--- src/rtl/companion_care_scheduler_if.sv ---
// Bundles the companion scheduler's button, stat and pulse signals.
// The stimulus side (debouncers/stat bank) is the master; the scheduler is the slave.
interface companion_care_scheduler_if;
  logic [2:0]  req;
  logic [95:0] stat_values;
  logic [2:0]  tick;
  logic [2:0]  refresh;
  logic [1:0]  grant_id;
  logic        busy;
  logic        alive;

  modport master (
    output req, stat_values,
    input  tick, refresh, grant_id, busy, alive
  );

  modport slave (
    input  req, stat_values,
    output tick, refresh, grant_id, busy, alive
  );
endinterface

--- src/rtl/companion_care_scheduler.sv ---
// Companion care scheduler: periodic decay ticks, round-robin care refresh
// arbitration with cooldown, and death detection that freezes everything until reset.
module companion_care_scheduler #(
  parameter int unsigned TICK_PERIOD     = 50000000,
  parameter int unsigned COOLDOWN_CYCLES = 25000000
) (
  input  logic                         clk,
  input  logic                         rst,
  companion_care_scheduler_if.slave    bus
);

  typedef enum logic [1:0] {READY, REFRESH, COOLDOWN, DEAD} state_t;

  localparam logic [31:0] TICK_LAST = 32'(TICK_PERIOD - 1);
  localparam logic [31:0] CD_LOAD   = (COOLDOWN_CYCLES == 0) ? 32'd0 : 32'(COOLDOWN_CYCLES - 1);

  state_t      r_state, w_state_nxt;
  logic [2:0]  r_req_q, r_pending, r_tick_due, r_tick;
  logic [1:0]  r_grant_id, r_last_grant;
  logic [31:0] r_prescale, r_cooldown;

  logic [2:0]  w_rise, w_grant_mask, w_tick_issue;
  logic [1:0]  w_cand1, w_cand2, w_pick;
  logic        w_grant, w_wrap, w_dead_now;

  function automatic logic [1:0] next_idx(input logic [1:0] i);
    return (i == 2'd2) ? 2'd0 : i + 2'd1;
  endfunction

  always_comb begin
    // NOTE: every always_comb output gets a default first so no path leaves it unassigned (no latch).
    w_state_nxt  = r_state;
    w_grant      = 1'b0;
    w_rise       = bus.req & ~r_req_q;
    w_dead_now   = (bus.stat_values == '0) && (r_state != DEAD);
    w_wrap       = (r_prescale == TICK_LAST);

    // Round-robin search starts just after the last granted stat.
    w_cand1 = next_idx(r_last_grant);
    w_cand2 = next_idx(w_cand1);
    if (r_pending[w_cand1])      w_pick = w_cand1;
    else if (r_pending[w_cand2]) w_pick = w_cand2;
    else                         w_pick = r_last_grant;

    unique case (r_state)
      READY: begin
        if (r_pending != 3'b000) begin
          w_state_nxt = REFRESH;
          w_grant     = 1'b1;
        end
      end
      REFRESH:  w_state_nxt = (COOLDOWN_CYCLES == 0) ? READY : COOLDOWN;
      COOLDOWN: if (r_cooldown == 32'd0) w_state_nxt = READY;
      DEAD:     w_state_nxt = DEAD;
      default:  w_state_nxt = READY;
    endcase

    // Death wins over any grant decided this cycle.
    if (w_dead_now) begin
      w_state_nxt = DEAD;
      w_grant     = 1'b0;
    end

    w_grant_mask = w_grant ? (3'b001 << w_pick) : 3'b000;
    // A tick colliding with next cycle's refresh of the same stat waits one cycle.
    w_tick_issue = r_tick_due & ~w_grant_mask;
  end

  always_ff @(posedge clk) begin
    // NOTE: sequential state uses non-blocking assignments so every register sees pre-edge values.
    if (rst) begin
      r_state      <= READY;
      r_req_q      <= 3'b000;
      r_pending    <= 3'b000;
      r_tick_due   <= 3'b000;
      r_tick       <= 3'b000;
      r_grant_id   <= 2'd0;
      r_last_grant <= 2'd2;
      r_prescale   <= 32'd0;
      r_cooldown   <= 32'd0;
    end else begin
      r_state <= w_state_nxt;
      r_req_q <= bus.req;

      if (w_state_nxt == DEAD) begin
        r_pending  <= 3'b000;
        r_tick_due <= 3'b000;
        r_tick     <= 3'b000;
      end else begin
        r_pending  <= (r_pending & ~w_grant_mask) | w_rise;
        r_tick     <= w_tick_issue;
        r_tick_due <= (r_tick_due & ~w_tick_issue) | {3{w_wrap}};
        r_prescale <= w_wrap ? 32'd0 : r_prescale + 32'd1;
      end

      if (w_grant) begin
        r_grant_id   <= w_pick;
        r_last_grant <= w_pick;
      end

      if (r_state == REFRESH)
        r_cooldown <= CD_LOAD;
      else if (r_state == COOLDOWN && r_cooldown != 32'd0)
        r_cooldown <= r_cooldown - 32'd1;
    end
  end

  assign bus.tick     = r_tick;
  assign bus.refresh  = (r_state == REFRESH) ? (3'b001 << r_grant_id) : 3'b000;
  assign bus.grant_id = r_grant_id;
  assign bus.busy     = (r_state == REFRESH) || (r_state == COOLDOWN);
  assign bus.alive    = (r_state != DEAD);

endmodule

--- src/flat_wrapper.sv ---
// flat-port wrapper written by rule: the top's interface ports become plain ports
module companion_care_scheduler_flat 
#(
  parameter int unsigned TICK_PERIOD     = 50000000,
  parameter int unsigned COOLDOWN_CYCLES = 25000000
)
  (clk, rst, bus_req, bus_stat_values, bus_tick, bus_refresh, bus_grant_id, bus_busy, bus_alive);
  companion_care_scheduler_if bus_i ();
  input  logic clk;
  input  logic rst;
  input wire logic [$bits(bus_i.req)-1:0] bus_req;
  input wire logic [$bits(bus_i.stat_values)-1:0] bus_stat_values;
  output wire logic [$bits(bus_i.tick)-1:0] bus_tick;
  output wire logic [$bits(bus_i.refresh)-1:0] bus_refresh;
  output wire logic [$bits(bus_i.grant_id)-1:0] bus_grant_id;
  output wire logic [$bits(bus_i.busy)-1:0] bus_busy;
  output wire logic [$bits(bus_i.alive)-1:0] bus_alive;
  assign bus_i.req = bus_req;
  assign bus_i.stat_values = bus_stat_values;
  assign bus_tick = bus_i.tick;
  assign bus_refresh = bus_i.refresh;
  assign bus_grant_id = bus_i.grant_id;
  assign bus_busy = bus_i.busy;
  assign bus_alive = bus_i.alive;
  companion_care_scheduler #(.TICK_PERIOD(TICK_PERIOD), .COOLDOWN_CYCLES(COOLDOWN_CYCLES)) u_core (.clk(clk), .rst(rst), .bus(bus_i));
endmodule
--- config.mk ---
export PLATFORM = sky130hd
export DESIGN_NAME = companion_care_scheduler_flat
export DESIGN_NICKNAME = d
export VERILOG_FILES = /design/src/rtl/companion_care_scheduler_if.sv /design/src/rtl/companion_care_scheduler.sv /design/src/flat_wrapper.sv
export SDC_FILE = /design/constraint.sdc
export NUM_CORES = 1
export LEC_CHECK = 0
export CAP_MARGIN = 20
export CORE_MARGIN = 1.5
export CORE_UTILIZATION = 50
export DETAILED_ROUTE_END_ITERATION = 8
export PLACE_DENSITY = 0.81
export SYNTH_ARGS = -nofsm -noshare
export SYNTH_HDL_FRONTEND = slang
export SYNTH_SLANG_ARGS = --single-unit
--- constraint.sdc ---
create_clock -name clk -period 3.2 [get_ports clk]
set_input_delay 0.32 -clock clk [delete_from_list [all_inputs] [get_ports clk]]
set_output_delay 0.32 -clock clk [all_outputs]
set_load 0.05 [all_outputs]
== After elaboration in Yosys (flattened, before gate mapping) ==
Cells that the tools add are included.

* Flip-flop bits (word level): 82
* Bits of input ports: 101
* Output and inout port bits: 10
* Word-level logic and storage cells: 66

* $add $sub $neg: 4
* $lt $le $gt $ge: 2
* Equality and inequality tests: 8
* Shift-type cells: 2
* Muxes and demuxes: 20
* Bitwise gates (word level): 9
* Reduce and logical (&&, ||, !) cells: 11

{| class="wikitable"
|+ Operators by type and width
! kind !! count
|-
| $logic_not A96 Y1 || 1
|-
| $mux W25 || 2
|-
| $add A32 B1 Y32 const B || 1
|-
| $eq A32 B26 Y1 const B || 1
|-
| $logic_not A32 Y1 || 1
|-
| $mux W32 || 1
|-
| $reduce_bool A32 Y1 || 1
|-
| $sub A32 B1 Y32 const B || 1
|-
| $mux W2 || 7
|-
| $and A3 B3 Y3 || 4
|-
| $eq A2 B2 Y1 const B || 5
|-
| $not A3 Y3 || 3
|-
| $pmux W2 S4 || 1
|-
| $lt A2 B3 Y1 const B || 2
|-
| $mux W3 || 2
|-
| $or A3 B3 Y3 || 2
|-
| $shl A1 B2 Y3 const A || 2
|-
| $mux W1 || 5
|-
| $add A2 B1 Y2 const B || 2
|-
| $bmux W1 S2 || 2
|-
| $reduce_or A2 Y1 || 2
|-
| $reduce_bool A3 Y1 || 1
|-
| $eq A2 B1 Y1 const B || 1
|-
| $logic_and A1 B1 Y1 || 2
|-
| 4 further kinds || 4
|}

== Longest topological paths before layout ==
* Depth in word-level cells: 15
* Depth in mapped cells: 9
* Mapped depth without buffers: 7

== Worst setup path before layout ==
Ideal clock, no wire load.

* Kind: reg2reg
* Start point: register u_core.r_cooldown[3]
* End point: register u_core.r_cooldown[12]
* Library setup time: 0.133 ns
* Data arrival time: 2.389 ns
* Data required time: 3.067 ns
* Setup slack: 0.679 ns
* Cell stages (with the launch flop): 10
* Buffers on the path: 3
* Clock period less this slack: 2.521 ns
* Path through: dfxtp_1 > or4_1 > buf_2 > or3_1 > buf_6 > o41ai_4 > buf_6 > nor2_1 > xnor2_1 > a21oi_1

* Cells in the longest elaborated chain, start to end: 3
* Elaborated cells on any way between the ends: 6
* Classes of those cells: 1 x add/sub; 2 x mux; 3 x reduce/logical

{| class="wikitable"
|+ Ends and longest elaborated chain
! what !! line !! source
|-
| from (decl) || companion_care_scheduler.sv:20 || <nowiki>logic [31:0] r_prescale, r_cooldown;</nowiki>
|-
| from (signal assigned) || companion_care_scheduler.sv:104 || <nowiki>r_cooldown <= r_cooldown - 32'd1;</nowiki>
|-
| $sub A32 B1 Y32 / $reduce_bool A32 Y1 (equally long branches) || companion_care_scheduler.sv:104, companion_care_scheduler.sv:103 ||
|-
| $mux W25 / $logic_and A1 B1 Y1 (equally long branches) || companion_care_scheduler.sv:103 || <nowiki>else if (r_state == COOLDOWN && r_cooldown != 32'd0)</nowiki>
|-
| $mux W25 / $reduce_bool A2 Y1 (equally long branches) || n/a ||
|}

Parallel ways exist; a longest one is shown, timed or not. The select of a mux whose other input is x is not followed.
A chain may end at the register's enable or synchronous reset.

== Worst setup path in the final report ==
* Start point: register u_core.r_cooldown[3]
* End point: register u_core.r_cooldown[18]

Same word-level chain as after synthesis.

==> results.cfg <==
[setup_path]
crit_start = u_core.r_cooldown[3]$_SDFFE_PP0P_
slowest_delay_ns = 0.68
crit_slowest_cell = o41a_1
worstPathCellList = or4_1 > or3_1 > o41a_1 > nand4_1 > xor2_1 > a21oi_1
crit_family = simple AND/OR/NAND/NOR gates
critPathKind = reg -> reg
crit_buf_inv = 0
cp.arrival_ns = 3.07
rr_startpoint = u_core.r_cooldown[3]$_SDFFE_PP0P_
crit_fanout = 14
required_ns = 3.43
end_kind = flip-flop
critPathLaunchType = flip-flop

[timing]
grt_setup_unrepaired = false
min_period_ns = 2.84
drv_slew = 0
hold_violations = 0
tightest_slew_ns = 0.889
finalSetupTns_ns = 0
clock_skew_ns = 0.0115
setup_viol = 0
layout_setup_ws_ns = 0.358
timing.final.crit_share_pct = 88.8
fmax_mhz = 352
max-slew-margin-rel_pct = 40.3

[floorplan]
fp.dieH_um = 96.8
die_w_um = 96.8
ioPinCount = 111
core_area_mm2 = 0.00864
initial_utilization_pct = 51.0
die-area_mm2 = 0.00938
num_rows = 34

[detailed_routing]
wl_per_cell_um = 15.3
drt-vias-per-instance = 5.90
first_pass_iters = 5
wl_mm = 11.6
postRouteAntennaNets = 0
drc_errors = 0
drt-initial-drc-count = 278
vias = 4492

[flow_run]
cap_violations = 0

[yosys]
synth.distinct_cells = 62
ys.flop_type = dfxtp_1
synth.net_count = 651
ys_seq_elements = 81
synth_seq_area_share_pct = 36.8
synth.yosys.warnings = 0
synthesis.instances = 543
synth_area_mm2 = 0.00440
synth_edf_count = 0
postSynth.asyncResetShare_pct = 0
syn_area_per_cell_um2 = 8.11

[clock_tree]
clock_latency_ns = 0.36
cts_resized = 0
root_buffer = clkbuf_8
cts_max_level = 3
clk_pin_slew_ns = 0.09
clock_path_buffers = 2
holdBufCountCts = 0
cts_tree = done
cts_buffers = 9
post_cts_buffers = 0
cts_sinks = 81

[placed_design]
io_buffer_count = 110
place_congestion = 0.839
detailed_place_hpwl_mm = 8.52
place_ws_ns = 0.386

[final_layout]
layout_commonest_cell = clkdlybuf4s50_1
fin_util_pct = 67.4
diodes = 0
area_growth_pct = 32.2
fill_cells = 731
layout-drive-gt1-share_pct = 7.80
nNetsFinal = 757
final_cell_mix = 109 x clkdlybuf4s50_1, 81 x dfxtp_1, 46 x a21oi_1

[pwr]
p_per_area_mw_per_mm2 = 637
total_power_mw = 3.71
ir_worst_vdd_mv = 0.349
p_leak_nw = 1.98

[grt]
grt_max_degree = 64
antenna_found_initial = 0
grt_usage_pct = 25.0
grt_pass1_vias = 4314
grt_pass1_wl_mm = 19.8
gr-total-overflow = 0

[run_status]
status = completed

[min_path]
hold_start = u_core.r_tick_due[2]$_SDFF_PP0_
hold_path.class = reg -> reg
==> cells by family after synthesis <==
family                     after synthesis  share of synthesized area (%)
AOI/OAI and AO/OA                      110                           16.7
xor gates and xnor gates                30                           5.97
buffers and inverters                   41                           4.01
adders and majority gates                7                           1.99
DFF                                     81                           36.8
muxes                                    4                          0.938
and+or+nand+nor                        270                           33.5
==> synthesized netlist by cell type (3+ instances only) <==
cell / count / area [um^2]
and4_1: 4 / 35.0
clkbuf_1: 19 / 71.3
nor2b_1: 9 / 56.3
mux2i_1: 3 / 30.0
a31oi_1: 7 / 43.8
nor3_1: 30 / 150
dfxtp_1: 81 / 1620
nand4_1: 18 / 113
nor2_1: 44 / 165
nor4_1: 35 / 219
and3_1: 7 / 43.8
nand2b_1: 8 / 50.1
o211ai_1: 3 / 22.5
a211oi_1: 4 / 30.0
or4_1: 11 / 82.6
buf_2: 3 / 15.0
nand2_1: 42 / 158
a21bo_2: 3 / 30.0
nor4b_1: 4 / 35.0
nand3_1: 26 / 130
xor2_1: 10 / 87.6
or2_2: 7 / 43.8
a21oi_1: 47 / 235
a311oi_1: 7 / 61.3
o21ai_0: 12 / 60.1
ha_1: 7 / 87.6
xnor2_1: 20 / 175
o21a_1: 5 / 37.5
inv_1: 14 / 52.6
or3_1: 15 / 93.8
==> final timing paths <==
kind / endpoint / slack (ns) / depth (start not counted)
setup reg to reg: u_core.r_cooldown[18]$_SDFFE_PP0P_ / 0.36 / 6
setup / recovery: u_core.r_cooldown[18]$_SDFFE_PP0P_ / 0.36 / 6
hold / removal: u_core.r_tick_due[2]$_SDFF_PP0_ / 0.47 / 2
hold reg to reg: u_core.r_tick_due[2]$_SDFF_PP0_ / 0.47 / 2
==> power by group <==
part	internal [mW]	leakage (nW)	switching [mW]
Sequential	1.16	0.659	0.174
Clock	0.392	0.109	0.402
Combinational	0.613	1.21	0.965
==> state kept, by name, indices dropped and copies added (netlist names) <==
signal / flops
u_core.bus.tick: 3
u_core.r_last_grant: 2
u_core.r_pending: 3
u_core.r_req_q: 3
u_core.r_state: 2
u_core.r_tick_due: 3
u_core.bus.grant_id: 1
u_core.r_prescale: 32
u_core.r_cooldown: 32
==> layer usage <==
layer	vias to the layer above	wire, um	part of all wire, %	global-route usage (%)
met2	131	5900	51	43.6
met4	0	177	1.5	8.14
met5	-	0	0	0
li1	2235	-	-	-
met3	17	483	4.2	3.90
met1	2109	5070	44	31.4
==> cell type report <==
cell class / count / area [um^2] / share of cell area [%]
multi-input combinational: 421 / 2610 / 44.8
sequential: 81 / 1620 / 27.9
timing repair buffer: 121 / 1190 / 20.4
clock buffer: 10 / 138 / 2.36
tap: 108 / 135 / 2.32
clock inverter: 6 / 76.3 / 1.31
inverter: 15 / 56.3 / 0.967
==> worst register-to-register path: cells and delay by family, from the launching register on <==
kind             cells  cell delay, ns
AND/OR/NAND/NOR      3            1.45
XOR/XNOR             1            0.16
flip-flops           1            0.36
AO/OA/AOI/OAI        2            0.76
==> per-stage QoR <==
step                      area (um^2)  std cells  hold WS [ns]
after floorplan                  4400        543         0.443
after global placement           5590        745         0.455
after detailed placement         5590        745         0.457
after CTS                        5810        761         0.469
after global routing             5820        762         0.488
final                            5820        762         0.470
Note: power is estimated with default switching activity, not from simulation.
==> patch 1 (same settings) <==
Make the reset (`rst`) asynchronous in one clocked block.
--- a/src/rtl/companion_care_scheduler.sv
+++ b/src/rtl/companion_care_scheduler.sv
@@ -66,7 +66,7 @@
     w_tick_issue = r_tick_due & ~w_grant_mask;
   end
 
-  always_ff @(posedge clk) begin
+  always_ff @(posedge clk or posedge rst) begin
     // NOTE: sequential state uses non-blocking assignments so every register sees pre-edge values.
     if (rst) begin
       r_state      <= READY;
Check against the original RTL: differs if rst is asserted again (counterexample within 4 cycles, from zero or initial values and one cycle with rst high); with rst held inactive, the same outputs for 10 cycles.
==> patch 1 against the unedited design <==
Design area up 2.5%. Maximum frequency up 6.1%. Clock skew down 0.0014 ns. Routed wire length down 5.8%. Synthesized area up 2.0%. Via count down 7.6%. Sequential cell count unchanged. Worst setup slack better by 0.16 ns. Highest routed layer unchanged.
Power is not compared: it rests on default switching activity, and its combinational part moved more than twofold at a synthesized area within 25%.
==> patch 1: results (changes against the unedited design) <==
[critical_path]
crit_fanout=12  ; -2
cp.arrival_ns=2.91  ; -0.16 ns
crit_slowest_cell=or4_4
cp_top_family=simple AND/OR/NAND/NOR gates
cp_slowest_stage_delay_ns=0.58  ; -0.10 ns

[yosys]
synth_common_cells=80 x dfrtp_1, 36 x nor2_1, 36 x nor4_1, 33 x o21ai_0, 30 x nand2_1
yosys-top-cells-area=dfrtp_1 45%, nor4_1 5.0%, o21ai_0 3.7%
synth_nets=586  ; -10%
yosysSeqAreaShare_pct=45.2  ; +8.4 points
yosysUniqueCellTypes=55  ; -11%
ys_warn_count=0  ; unchanged
async_reset_ff_share_pct=100  ; +100 points

[outcome]
status=complete, no violations

[final_layout]
fin_nets=697  ; -7.9%
reg_top3=u_core.r_cooldown (32), u_core.r_prescale (32)
final_layout_size_suffix_gt1_share_pct=7.39  ; -0.40 points
num_antenna_cells=0  ; unchanged

[grt]
grt_first_pass_wirelength_mm=18.5  ; -6.6%
grt_pass1_vias=4078  ; -5.5%
grtUsageTotal_pct=23.7  ; -1.3 points
antenna_found_initial=0  ; unchanged
grt_start_max_net_pins=82  ; +28%

[placed_design]
globalplace.congestion=0.786  ; -6.4%
place_hpwl_mm=8.12  ; -4.7%
numPortBuffers=110  ; unchanged

[detailed_routing]
wl_per_cell_um=15.6  ; +2.1%
drtIter0Drc=244  ; -12%
first_pass_iters=4  ; -1
via_per_inst=5.91  ; +0.19%

[clock_tree]
cts_buffer_depth=2  ; unchanged
clkSlewWorstSetupHoldPaths_ns=0.09  ; about the same
htree_num_levels=3  ; unchanged
clock_latency_ns=0.34  ; -0.02 ns
cts_resized=0  ; unchanged
root_buffer=clkbuf_8
postCtsSetupRepairBufs=0  ; unchanged
cts-buffers-inserted=9  ; unchanged

[pwr]
p_sw_share_pct=20.3
irDropWorstVdd_v=0.000172
p_leak_uw=0.00254

[sta]
max_slew_margin_pct=56.1  ; +16 points
clock_skew_ns=0.0102  ; -0.00138 ns

[min_path]
hold_path_class=in -> async

[patch 1: changes by cell type after synthesis, sizes merged, moves of 11 or more]
cell,before,now
o31ai,2,15
nor3,31,19
dfrtp,0,80
o21ai,13,34
nand2,42,31
dfxtp,81,0
a21oi,47,17
[patch 1: worst paths after layout]
check	from	to	slack, ns	cells after the start
setup / recovery	u_core.r_cooldown[19]	u_core.r_cooldown[21]	0.52	6
hold / removal	rst	u_core.r_prescale[13]	0.37	3
setup reg to reg	u_core.r_cooldown[19]	u_core.r_cooldown[21]	0.52	6
hold reg to reg	u_core.r_prescale[15]	u_core.r_prescale[15]	0.48	1
max in group asynchronous	rst	u_core.r_last_grant[1]	2.45	3
min in group clk	bus_req[0]	u_core.r_req_q[0]	0.44	1
[patch 1: worst register-to-register path: cells and delay by family, from the launching register on]
| family | cells | cell delay, ns |
|---|---|---|
| AOI/OAI and AO/OA | 1 | 0.47 |
| and+or+nand+nor | 5 | 1.66 |
| DFF | 1 | 0.45 |
[patch 1: metrics by stage]
stage / util, % / total power [uW] / worst slack (ns) / instance area (um^2) / cells
after floorplan: - / 1070 / 0.705 / 4490 / 479
after global placement: 65.5 / 1200 / 0.458 / 5710 / 687
after detailed placement: 65.5 / 1200 / 0.413 / 5710 / 687
after CTS: 68.4 / 2120 / 0.518 / 5960 / 703
after global routing: 68.4 / 2180 / 0.311 / 5960 / 703
final: 68.4 / 2110 / 0.521 / 5960 / 703
[patch 1: metal layers]
layer	vias up	share of wire [%]	global-route usage [%]
met4	0	1.9	9.45
met3	19	4.6	4.08
met1	1982	42	29.9
met5	-	0	0
li1	2008	-	-
met2	143	51	40.6
[patch 1: final cells by class]
| class | instances | area (um^2) |
|---|---|---|
| Tap cell | 108 | 135 |
| Inverter | 9 | 33.8 |
| Clock inverter | 6 | 115 |
| Multi-Input combinational cell | 371 | 2340 |
| Sequential cell | 81 | 2030 |
| Timing Repair Buffer | 118 | 1170 |
| Clock buffer | 10 | 138 |
| Fill cell | 666 | 2760 |
[patch 1: logic make-up after synthesis]
group	Yosys count	synth area share, %
DFF	81	45.2
buffers and inverters	27	2.68
and+or+nand+nor	242	30.9
adders and majority gates	6	1.67
AOI/OAI and AO/OA	91	13.2
muxes	2	0.502
xor gates and xnor gates	30	5.85
[patch 1: power groups by stage]
stage / Combinational [uW] / Sequential [uW] / Clock [uW]
final: 155 / 1020 / 928
after global routing: 168 / 1030 / 982
after CTS: 158 / 1020 / 941
after detailed placement: 158 / 1050 / 0
after global placement: 154 / 1050 / 0
after floorplan: 22.5 / 1050 / 0
==> patch 2 (same flow settings) <==
Without the edit above. `COOLDOWN_CYCLES` is set to 25000000 in 2 places; all go to 16777216.
--- a/src/rtl/companion_care_scheduler.sv
+++ b/src/rtl/companion_care_scheduler.sv
@@ -2,7 +2,7 @@
 // arbitration with cooldown, and death detection that freezes everything until reset.
 module companion_care_scheduler #(
   parameter int unsigned TICK_PERIOD     = 50000000,
-  parameter int unsigned COOLDOWN_CYCLES = 25000000
+  parameter int unsigned COOLDOWN_CYCLES = 16777216
 ) (
   input  logic                         clk,
   input  logic                         rst,
--- a/src/flat_wrapper.sv
+++ b/src/flat_wrapper.sv
@@ -2,7 +2,7 @@
 module companion_care_scheduler_flat 
 #(
   parameter int unsigned TICK_PERIOD     = 50000000,
-  parameter int unsigned COOLDOWN_CYCLES = 25000000
+  parameter int unsigned COOLDOWN_CYCLES = 16777216
 )
   (clk, rst, bus_req, bus_stat_values, bus_tick, bus_refresh, bus_grant_id, bus_busy, bus_alive);
   companion_care_scheduler_if bus_i ();
Function: same outputs for any inputs over 10 cycles, from zero or initial values and one cycle with rst high; that may be too few to reach the edited logic, so the function may still have changed.
==> patch 2 against the unedited design <==
Power shrank 7.9%. Clock skew grew 0.0021 ns. Die area shrank 1.6%. Design area shrank 2.0%. Sequential share of layout area grew 0.57 points. Routed wire length grew 0.49%. Sequential power grew 3%. Worst setup slack gained 0.41 ns. Count of clock-buffer cells in the layout is the same. Synthesized area shrank 1.7%. Clock power shrank 11%. Sequential cell count is the same. Critical endpoint is now u_core.r_cooldown[8].
==> patch 2: results (changes against the unedited design) <==
[outcome]
status=complete, no violations

[sta]
clock_skew_ns=0.0137  ; +0.00212 ns
tightest_slew_ns=0.930  ; +0.0406 ns
whs_ns=0.467  ; -0.00247 ns
final.setup.worst_slack_ns=0.773  ; +0.414 ns

[placed_design]
dp_worst_setup_slack_ns=0.500  ; +0.115 ns
placedInstanceArea_um2=5520  ; -1.4%
globalplace.congestion=0.846  ; +0.75%
numPortBuffers=110  ; unchanged
dp.cells=731  ; -1.9%
place_hpwl_mm=8.68  ; +1.9%

[final_layout]
fin_nets=745  ; -1.6%
num_antenna_cells=0  ; unchanged
reg_top3=u_core.r_cooldown (32), u_core.r_prescale (32)
nFillCells=666  ; -8.9%
final_layout_size_suffix_gt1_share_pct=7.01  ; -0.79 points

[yosys]
postSynthAreaPerCell_um2=8.15  ; +0.54%
yosysUniqueCellTypes=57  ; -8.1%
synth_nets=639  ; -1.8%
yosys-top-cells-area=dfxtp_1 37%, a21oi_1 6.9%, nor4_1 4.3%
ys_warn_count=0  ; unchanged
async_reset_ff_share_pct=0  ; unchanged
yosysSeqAreaShare_pct=37.5  ; +0.63 points
synth_common_cells=81 x dfxtp_1, 60 x a21oi_1, 47 x nor2_1, 36 x nand2_1, 30 x nor4_1

[min_path]
hold_path_class=reg -> reg

[grt]
grt_first_pass_wirelength_mm=19.4  ; -2.0%
grtUsageTotal_pct=26.8  ; +1.8 points
grt_remaining_overflow=0  ; unchanged
grt_start_max_net_pins=35  ; -45%
grt_pass1_vias=4302  ; -0.28%
antenna_found_initial=0  ; unchanged

[detailed_routing]
vias=4369  ; -2.7%
via_per_inst=5.85  ; -0.79%
first_pass_iters=5  ; unchanged
wl_per_cell_um=15.6  ; +2.5%
drtIter0Drc=241  ; -13%

[critical_path]
crit_slowest_cell=or4b_2
cp_slowest_stage_delay_ns=0.63  ; -0.05 ns
cp.arrival_ns=2.66  ; -0.41 ns
crit_fanout=7  ; -7
cp_top_family=simple AND/OR/NAND/NOR gates

[pwr]
p_leak_uw=0.00191  ; -3.7%
power.density_nw_per_um2=599  ; -6.0%
irDropWorstVdd_v=0.000297  ; -15%

[clock_tree]
cts_resized=0  ; unchanged
cts_buffer_depth=2  ; unchanged
clkSlewWorstSetupHoldPaths_ns=0.09  ; about the same
postCtsSetupRepairBufs=0  ; unchanged
root_buffer=clkbuf_8
cts-buffers-inserted=9  ; unchanged
clock_latency_ns=0.35
htree_num_levels=3  ; unchanged

-- patch 2: cell types whose count changed in the layout (fill, tap and decap cells not counted), moves of 10 or more --
cell	delta
o21ai_0	+18
a21oi_1	+14
nand4b_1	+11
nor3_1	-11
xnor2_1	-10
xor2_1	+10
-- patch 2: final timing paths --
path	start	endpoint	cells past startpoint
setup / recovery	u_core.r_cooldown[0]	u_core.r_cooldown[8]	8
hold / removal	u_core.r_tick_due[0]	u_core.bus.tick[0]	1
setup reg to reg	u_core.r_cooldown[0]	u_core.r_cooldown[8]	8
hold reg to reg	u_core.r_tick_due[0]	u_core.bus.tick[0]	1
-- patch 2: cells by family (layout without fill, tap and decap cells) --
| family | count (synthesis) | in the layout | synth area share (%) |
|---|---|---|---|
| compound gates | 122 | 122 | 16.2 |
| buf+inv | 34 | 145 | 3.35 |
| xor+xnor | 30 | 30 | 6.07 |
| mux | 2 | 2 | 0.491 |
| simple gates | 255 | 255 | 34.4 |
| fa+ha+maj | 7 | 7 | 2.02 |
| flops | 81 | 81 | 37.5 |
-- patch 2: per-layer routing --
layer / GRT usage (%) / share of wire (%) / vias up
met2: 46.4 / 49 / 117
met4: 10.9 / 2.0 / 0
met3: 5.61 / 5.9 / 24
met1: 32.1 / 43 / 2042
li1: - / - / 2186
met5: 0 / 0 / -
-- patch 2: area by class of cell --
type,count,area share [%]
Multi-Input combinational cell,416,44.9
Sequential cell,81,28.4
Timing Repair Buffer,119,20.4
Clock buffer,10,2.41
Tap cell,105,2.30
Clock inverter,6,0.878
Inverter,10,0.658
-- patch 2: report_power, final --
| part | switching [uW] | internal, uW | leakage, uW |
|---|---|---|---|
| combinational | 757 | 575 | 0.00115 |
| sequential | 194 | 1180 | 0.000661 |
| clock | 396 | 314 | 0.0000952 |
| total | 1350 | 2070 | 0.00191 |
